## src/rtl/keypad_entry_pkg.sv

```systemverilog
// Shared types and time-limit constants for the keypad entry block.
// Holds the FSM encoding and the legal-time check.
package keypad_entry_pkg;

  typedef enum logic [1:0] {
    S_IDLE,
    S_DEBOUNCE,
    S_STORE,
    S_WAIT_RELEASE
  } state_e;

  localparam logic [3:0] KEY_NONE       = 4'd10;
  localparam logic [3:0] MAX_MS_HR      = 4'd2;
  localparam logic [3:0] MAX_LS_HR_AT_2 = 4'd3;
  localparam logic [3:0] MAX_MS_MIN     = 4'd5;

  function automatic logic legal_time(
    input logic [3:0] ms_hr,
    input logic [3:0] ls_hr,
    input logic [3:0] ms_min
  );
    logic hr_ok;
    hr_ok = (ms_hr < MAX_MS_HR) ||
            ((ms_hr == MAX_MS_HR) &&
             (ls_hr <= MAX_LS_HR_AT_2));
    return hr_ok && (ms_min <= MAX_MS_MIN);
  endfunction

endpackage

```

## src/rtl/keypad_entry_debounce.sv

```systemverilog
// Debounce cycle counter shared by the press and release phases.
// done_o flags the last cycle of a CYCLES-long stable window.
module key_debounce #(
  parameter int unsigned CYCLES = 4
) (
  input  logic clk,
  input  logic reset_n,
  input  logic clr_i,
  input  logic inc_i,
  output logic done_o
);

  localparam int unsigned W =
    (CYCLES > 1) ? $clog2(CYCLES) : 1;
  localparam logic [W-1:0] LAST = W'(CYCLES - 1);

  logic [W-1:0] cnt_q, cnt_d;

  always_comb begin
    cnt_d = cnt_q;
    if (clr_i)      cnt_d = '0;
    else if (inc_i) cnt_d = cnt_q + 1'b1;
  end

  always_ff @(posedge clk or negedge reset_n) begin
    if (!reset_n) cnt_q <= '0;
    else          cnt_q <= cnt_d;
  end

  assign done_o = (cnt_q == LAST);

endmodule

```

## src/rtl/keypad_entry.sv

```systemverilog
// Keypad time entry: debounced digit capture, shift buffer,
// inactivity timeout and alarm/time commit with legality check.
module keypad_entry
  import keypad_entry_pkg::*;
#(
  parameter int unsigned DEBOUNCE_CYCLES = 4,
  parameter int unsigned TIMEOUT_SECS    = 10
) (
  input  logic       clk,
  input  logic       reset_n,
  input  logic       key_pressed,
  input  logic [3:0] key_code,
  input  logic       one_second,
  input  logic       alarm_button,
  input  logic       time_button,
  output logic [3:0] key_ms_hr,
  output logic [3:0] key_ls_hr,
  output logic [3:0] key_ms_min,
  output logic [3:0] key_ls_min,
  output logic       show_new_time,
  output logic       load_new_a,
  output logic       load_new_c,
  output logic       entry_error
);

  localparam int unsigned TW = $clog2(TIMEOUT_SECS + 1);
  localparam logic [TW-1:0] TLAST = TW'(TIMEOUT_SECS - 1);

  state_e state_q, state_d;

  logic       kp_s1_q, kp_s2_q;
  logic [3:0] kc_s1_q, kc_s2_q;
  logic [3:0] samp_q, samp_d;
  logic [3:0] mh_q, lh_q, mm_q, lm_q;
  logic [3:0] mh_d, lh_d, mm_d, lm_d;
  logic       show_q, show_d;
  logic [TW-1:0] tmo_q, tmo_d;
  logic       a_prev_q, t_prev_q;
  logic       lda_q, lda_d, ldc_q, ldc_d, err_q, err_d;

  logic dbc_clr, dbc_inc, dbc_done, store;
  logic rise_a, rise_t, commit;

  key_debounce #(.CYCLES(DEBOUNCE_CYCLES)) u_dbc (
    .clk     (clk),
    .reset_n (reset_n),
    .clr_i   (dbc_clr),
    .inc_i   (dbc_inc),
    .done_o  (dbc_done)
  );

  always_comb begin
    state_d = state_q;
    dbc_clr = 1'b0;
    dbc_inc = 1'b0;
    store   = 1'b0;
    unique case (state_q)
      S_IDLE: begin
        if (kp_s2_q) begin
          state_d = S_DEBOUNCE;
          dbc_clr = 1'b1;
        end
      end
      S_DEBOUNCE: begin
        if (kp_s2_q && (kc_s2_q == samp_q)) begin
          if (dbc_done) state_d = S_STORE;
          else          dbc_inc = 1'b1;
        end else begin
          state_d = S_IDLE;
        end
      end
      S_STORE: begin
        store   = 1'b1;
        dbc_clr = 1'b1;
        state_d = S_WAIT_RELEASE;
      end
      S_WAIT_RELEASE: begin
        if (kp_s2_q)       dbc_clr = 1'b1;
        else if (dbc_done) state_d = S_IDLE;
        else               dbc_inc = 1'b1;
      end
      default: state_d = S_IDLE;
    endcase
  end

  assign rise_a = alarm_button & ~a_prev_q;
  assign rise_t = time_button & ~t_prev_q;
  assign commit = show_q & (rise_a ^ rise_t);

  // Priority: commit over store over timeout.
  always_comb begin
    samp_d = samp_q;
    mh_d   = mh_q;
    lh_d   = lh_q;
    mm_d   = mm_q;
    lm_d   = lm_q;
    show_d = show_q;
    tmo_d  = tmo_q;
    lda_d  = 1'b0;
    ldc_d  = 1'b0;
    err_d  = 1'b0;
    if (state_q == S_IDLE && kp_s2_q) samp_d = kc_s2_q;
    if (commit) begin
      show_d = 1'b0;
      tmo_d  = '0;
      if (legal_time(mh_q, lh_q, mm_q)) begin
        lda_d = rise_a;
        ldc_d = rise_t;
      end else begin
        err_d = 1'b1;
        mh_d  = '0;
        lh_d  = '0;
        mm_d  = '0;
        lm_d  = '0;
      end
    end else if (store && (samp_q < KEY_NONE)) begin
      // A fresh entry always starts from 0000.
      mh_d   = show_q ? lh_q : 4'd0;
      lh_d   = show_q ? mm_q : 4'd0;
      mm_d   = show_q ? lm_q : 4'd0;
      lm_d   = samp_q;
      show_d = 1'b1;
      tmo_d  = '0;
    end else if (show_q && one_second) begin
      if (tmo_q >= TLAST) begin
        mh_d   = '0;
        lh_d   = '0;
        mm_d   = '0;
        lm_d   = '0;
        show_d = 1'b0;
        tmo_d  = '0;
      end else begin
        tmo_d = tmo_q + 1'b1;
      end
    end
  end

  always_ff @(posedge clk or negedge reset_n) begin
    if (!reset_n) begin
      state_q  <= S_IDLE;
      kp_s1_q  <= 1'b0;
      kp_s2_q  <= 1'b0;
      kc_s1_q  <= '0;
      kc_s2_q  <= '0;
      samp_q   <= '0;
      mh_q     <= '0;
      lh_q     <= '0;
      mm_q     <= '0;
      lm_q     <= '0;
      show_q   <= 1'b0;
      tmo_q    <= '0;
      a_prev_q <= 1'b0;
      t_prev_q <= 1'b0;
      lda_q    <= 1'b0;
      ldc_q    <= 1'b0;
      err_q    <= 1'b0;
    end else begin
      state_q  <= state_d;
      kp_s1_q  <= key_pressed;
      kp_s2_q  <= kp_s1_q;
      kc_s1_q  <= key_code;
      kc_s2_q  <= kc_s1_q;
      samp_q   <= samp_d;
      mh_q     <= mh_d;
      lh_q     <= lh_d;
      mm_q     <= mm_d;
      lm_q     <= lm_d;
      show_q   <= show_d;
      tmo_q    <= tmo_d;
      a_prev_q <= alarm_button;
      t_prev_q <= time_button;
      lda_q    <= lda_d;
      ldc_q    <= ldc_d;
      err_q    <= err_d;
    end
  end

  assign key_ms_hr     = mh_q;
  assign key_ls_hr     = lh_q;
  assign key_ms_min    = mm_q;
  assign key_ls_min    = lm_q;
  assign show_new_time = show_q;
  assign load_new_a    = lda_q;
  assign load_new_c    = ldc_q;
  assign entry_error   = err_q;

endmodule

```

## config.mk

```make
export PLATFORM = sky130hd
export DESIGN_NAME = keypad_entry
export DESIGN_NICKNAME = d
export VERILOG_FILES = /design/src/rtl/keypad_entry_pkg.sv /design/src/rtl/keypad_entry_debounce.sv /design/src/rtl/keypad_entry.sv
export SDC_FILE = /design/constraint.sdc
export NUM_CORES = 1
export LEC_CHECK = 0
export CORE_UTILIZATION = 40
export DETAILED_ROUTE_END_ITERATION = 10
export GPL_ROUTABILITY_DRIVEN = 0
export PLACE_DENSITY_LB_ADDON = 0.3
export SYNTH_ARGS = -nofsm -noshare
export SYNTH_HDL_FRONTEND = slang
export SYNTH_SLANG_ARGS = --single-unit
```

## constraint.sdc

```tcl
create_clock -name clk -period 2 [get_ports clk]
set_input_delay 0.3 -clock clk [delete_from_list [all_inputs] [get_ports clk]]
set_output_delay 0.3 -clock clk [all_outputs]
set_load 0.01 [all_outputs]
```

Word-level counts from Yosys, hierarchy flattened --
Index checks and enable logic that the tools add are counted.
Storage, ports and cells: register bits 44, latch bits 0, memory bits (writable) 0, memory bits (read-only) 0, input port bits 10, output and inout bits 20, word-level logic and storage cells 100, memories kept 0
Operators by class: add/subtract/negate cells 2, $mul 0, divide/modulo/power cells 0, order comparisons 5, eq/ne operators 11, shifts and indexed selects 0, muxes and demuxes 43, bitwise logic cells 6, reductions and logical operators 15
Operators by type and width (count):
- 2-to-1 mux 4 bit | 18
- 2-to-1 mux 1 bit | 15
- 2-to-1 mux 2 bit | 7
- inequality test 2 bit, second input constant | 4
- one-hot mux 2 bit (4 select lines) | 1
- equality test 2 bit, second input constant | 3
- logical AND 1 bit | 6
- nonzero test 3 bit | 2
- adder 4 x 1 -> 4 bit, second input constant | 1
- equality test 4 x 2 -> 1 bit, second input constant | 1
- equality test 4 bit | 1
- greater-or-equal comparator 4 bit, second input constant | 1
- less-or-equal comparator 4 x 2 -> 1 bit, second input constant | 1
- less-or-equal comparator 4 x 3 -> 1 bit, second input constant | 1
- < comparator 4 x 2 -> 1 bit, second input constant | 1
- < comparator 4 bit, second input constant | 1
- one-hot mux 1 bit (2 select lines) | 2
- AND reduction 4 bit | 1
- bitwise AND 1 bit | 3
- inequality test 3 bit, second input constant | 1
- AND reduction 3 bit | 1
- adder 2 x 1 -> 2 bit, second input constant | 1
- equality test 2 x 1 -> 1 bit, second input constant | 1
- zero test 2 bit | 1
- other kinds (6) | 7

Logic depth before layout (Yosys ltp) --
word-level depth 6, mapped depth 8, depth with buffers taken out 6

By module --
A second synthesis with hierarchy kept.
Second synthesis, totals: cell total of the unflattened synthesis 173, area total of the unflattened synthesis 2129.5 um2
By module, submodules not included:
- keypad_entry | instances 1, cells each 166, area each 2040.7 um2, seq. area each 1051.0 um2
- key_debounce | instances 1, cells each 7, area each 88.8 um2, seq. area each 50.0 um2

Worst setup path after synthesis --
No wires, ideal clock.
kind register to register, start register tmo_q[0], end register lh_q[0], in the netlist key_ls_hr[0], arrival time 1677 ps, path slack 197 ps, stages on the path, launching flop included 9, period minus slack after synthesis 1803 ps, path through dfrtp_1 > inv_1 > ha_1 > or3b_1 > nand2_1 > o221a_2 > buf_4 > buf_6 > a221o_1
On the way: word-level cells in the longest chain between the ends 3
RTL lines:
- start: declaration | RTL line keypad_entry.sv:37 | logic [TW-1:0] tmo_q, tmo_d;
- start signal: assignment | RTL line keypad_entry.sv:169 | tmo_q <= tmo_d;
- greater-or-equal comparator 4 bit | RTL line keypad_entry.sv:125 | if (tmo_q >= TLAST) begin
- nonzero test 3 bit (no source line)
- AND reduction 3 bit (no source line)
- end signal: assignment | RTL line keypad_entry.sv:165 | lh_q <= lh_d;
- end: declaration | RTL line keypad_entry.sv:34 | logic [3:0] mh_q, lh_q, mm_q, lm_q;
No other way between the ends. A chain may end at the register's enable or synchronous reset.

Worst setup path after layout --
start register tmo_q[0], end register lh_q[2], in the netlist key_ls_hr[2]
The elaborated chain is that of the path after synthesis.

==> impl_metrics.json <==
{
  "worst_pin_slew_ns": 0.7347,
  "synth_warnings": 0,
  "fin_nets": 224,
  "p_per_area_nw_per_um2": 857.3,
  "fp.coreArea_sq_um": 4848,
  "pre_cts_slack_ns": -0.4970,
  "place_inst": 265,
  "start_util_pct": 42.92,
  "worstPathMaxFanout": 18,
  "initialDrtViolationCount": 102,
  "wl_um": 4060,
  "n_antenna_cell": 0,
  "final_common_cell": "dfrtp_1",
  "grt_start_max_net_pins": 45,
  "drive_above_1_share_pct": 20.39,
  "grt_overflow": 0,
  "combPwrFrac_pct": 24.1,
  "cts_sinks": 44,
  "dieArea_sq_um": 5495,
  "port_buffers": 29,
  "cts_resized": 1,
  "worstSkewPairLatency_ns": 0.29,
  "dr.pass1.iters": 4,
  "antenna_found_initial": 0,
  "critPathKind": "reg2reg",
  "power_frac_seq_pct": 49.9,
  "seq_area_frac_synth_pct": 52.92,
  "ant_nets": 0,
  "rsz0062_at_grt": "no",
  "final_cell_mix": "dfrtp_1 (44), clkdlybuf4s50_1 (28), a221o_1 (12)",
  "fmax_ghz": 0.5496,
  "synth-simple-area-share_pct": 16.06,
  "setup_ws_ns": 0.1805,
  "tns_ns": 0,
  "row_count": 25,
  "cp-start-kind": "flip-flop",
  "ir_drop_mv": 0.4735,
  "dp_hpwl_um": 2838,
  "routed_via_density": 5.377,
  "die_x_um": 74.13,
  "synth_top_family_by_area": "simple AND/OR/NAND/NOR gates",
  "slew_headroom_pct": 50.76,
  "root_buffer": "clkbuf_8",
  "p_int_mw": 1.527,
  "endpoint_kind": "flip-flop",
  "switching_share_pct": 31.12,
  "clk_path_buf_depth": 2,
  "num_vias": 1468,
  "synth_seq_cells": 44,
  "final_util_pct": 53.34,
  "numCtsBuffers": 5,
  "synth.cell_area_sq_um": 2081,
  "finalClockSkew_ns": 0.01186,
  "syn-num-nets": 184,
  "cts_setup_buffers": 0,
  "htreeDepth": 2,
  "p_sw_uw": 690.0,
  "ios": 30,
  "grt_pass1_wl_um": 6817,
  "wire_per_inst_um": 14.87,
  "synth-compound-area-share_pct": 15.75,
  "syn_avg_cell_area_sq_um": 12.61,
  "cap_violations": 0,
  "cp.arrival_ns": 2.00,
  "fin_total_pwr_mw": 2.217,
  "hold_path.class": "in2async",
  "die_h_um": 74.13,
  "async_reset_ff_share_pct": 100.0,
  "drc": 0,
  "grt_pass1_vias": 1467,
  "maxSlewViolCount": 0,
  "synth_fa_ha_area_share_pct": 5.412,
  "fin_crit_ns": 1.820,
  "ys.flop_type": "dfrtp_1",
  "period_share_pct": 90.98,
  "synth_cell_type_count": 50,
  "synth_xor_xnor_area_share_pct": 2.886,
  "path_clk_slew_ns": 0.09,
  "clock_power_share_pct": 26.0,
  "synthCells": 165,
  "track_usage_pct": 16.38,
  "status": "completed",
  "cts-hold-fix-buffers": 0,
  "synth_edf_count": 0,
  "cp.required_ns": 2.18,
  "tritoncts": "yes",
  "leakage_nw": 1.154,
  "synthMuxAreaShare_pct": 3.127,
  "hold_violations": 0,
  "setup_violations": 0,
  "fin_cells": 273,
  "area_growth_pct": 24.29
}
[cell usage after synthesis (2+ instances only)]
| library cell | n | area, sq um |
|---|---|---|
| a21boi_0 | 2 | 15.01 |
| a21oi_1 | 5 | 25.02 |
| a221o_1 | 12 | 120.1 |
| a22o_1 | 2 | 17.52 |
| a31oi_1 | 2 | 12.51 |
| and4_1 | 8 | 70.07 |
| and4_2 | 5 | 50.05 |
| buf_6 | 2 | 22.52 |
| clkbuf_1 | 2 | 7.510 |
| dfrtp_1 | 44 | 1101 |
| ha_1 | 9 | 112.6 |
| inv_1 | 5 | 18.77 |
| mux2_2 | 4 | 45.04 |
| mux2i_1 | 2 | 20.02 |
| nand2_1 | 11 | 41.29 |
| nand2b_1 | 3 | 18.77 |
| nand3_1 | 2 | 10.01 |
| nor2_1 | 4 | 15.01 |
| nor3_1 | 3 | 15.01 |
| nor3b_1 | 2 | 15.01 |
| o21ai_0 | 4 | 20.02 |
| xor2_1 | 4 | 35.03 |
[final cells by class]
cell class | instances | area (sq um)
inverter | 6 | 22.52
clock buffer | 6 | 82.58
multi-input combinational | 108 | 913.4
tap | 67 | 83.83
clock inverter | 2 | 15.01
fill | 415 | 2262
sequential | 44 | 1101
timing repair buffer | 40 | 367.9
[power by group through the flow]
stage          combinational (mW)  sequential, mW  clock [mW]
5_1_grt                     0.598            1.12       0.623
3_3_place_gp                0.490            1.11           0
3_5_place_dp                0.526            1.12           0
4_1_cts                     0.531            1.11       0.595
2_1_floorplan               0.362            1.11           0
6_report                    0.534            1.11       0.577
[worst paths after layout]
kind | slack [ns] | endpoint | cells after the start | start
setup reg to reg | 0.18 | key_ls_hr[2]$_DFFE_PN0P_ | 6 | tmo_q[0]$_DFFE_PN0P_
hold reg to reg | 0.35 | kc_s2_q[0]$_DFF_PN0_ | 0 | kc_s1_q[0]$_DFF_PN0_
min in group clk | 0.35 | kc_s2_q[0]$_DFF_PN0_ | 0 | kc_s1_q[0]$_DFF_PN0_
setup / recovery | 0.18 | key_ls_hr[2]$_DFFE_PN0P_ | 6 | tmo_q[0]$_DFFE_PN0P_
max in group asynchronous | 1.55 | samp_q[3]$_DFFE_PN0P_ | 2 | reset_n
hold / removal | 0.07 | key_ms_hr[0]$_DFFE_PN0P_ | 2 | reset_n
[stage by stage]
step | instance area [sq um] | hold slack [ns]
2_1_floorplan | 2081 | 0.004409
3_3_place_gp | 2475 | 0.3321
3_5_place_dp | 2475 | 0.3347
4_1_cts | 2577 | 0.09063
5_1_grt | 2586 | 0.1262
6_report | 2586 | 0.07173
[sequential cells by signal, summed over array words and instances (netlist names), 2 cells and up, named ones only]
| signal | cells |
|---|---|
| kc_s1_q | 4 |
| kc_s2_q | 4 |
| key_ls_hr | 4 |
| key_ls_min | 4 |
| key_ms_hr | 4 |
| key_ms_min | 4 |
| samp_q | 4 |
| tmo_q | 4 |
| u_dbc.cnt_q | 2 |
[critical path, stage by stage (launching register included)]
cell and delay (ns):
dfrtp_1 0.46, inv_1 0.07, ha_1 0.19, or3b_1 0.19, nand2_1 0.11, o221a_4 0.35
a221o_2 0.35
[cell families after synthesis]
| kind of cell | count (synthesis) |
|---|---|
| simple gates | 49 |
| flops | 44 |
| xor+xnor | 6 |
| buf+inv | 13 |
| compound gates | 38 |
| mux | 6 |
| fa+ha+maj | 9 |
[routing by layer]
| metal | vias up | GRT usage (%) | part of all wire (%) |
|---|---|---|---|
| met5 | - | 0 | 0 |
| met4 | 0 | 5.983 | 0.76 |
| met3 | 4 | 3.252 | 3.7 |
| met2 | 37 | 27.47 | 49 |
| met1 | 726 | 21.03 | 46 |
| li1 | 701 | - | - |
No activity file was read; power rests on OpenSTA's default activity.
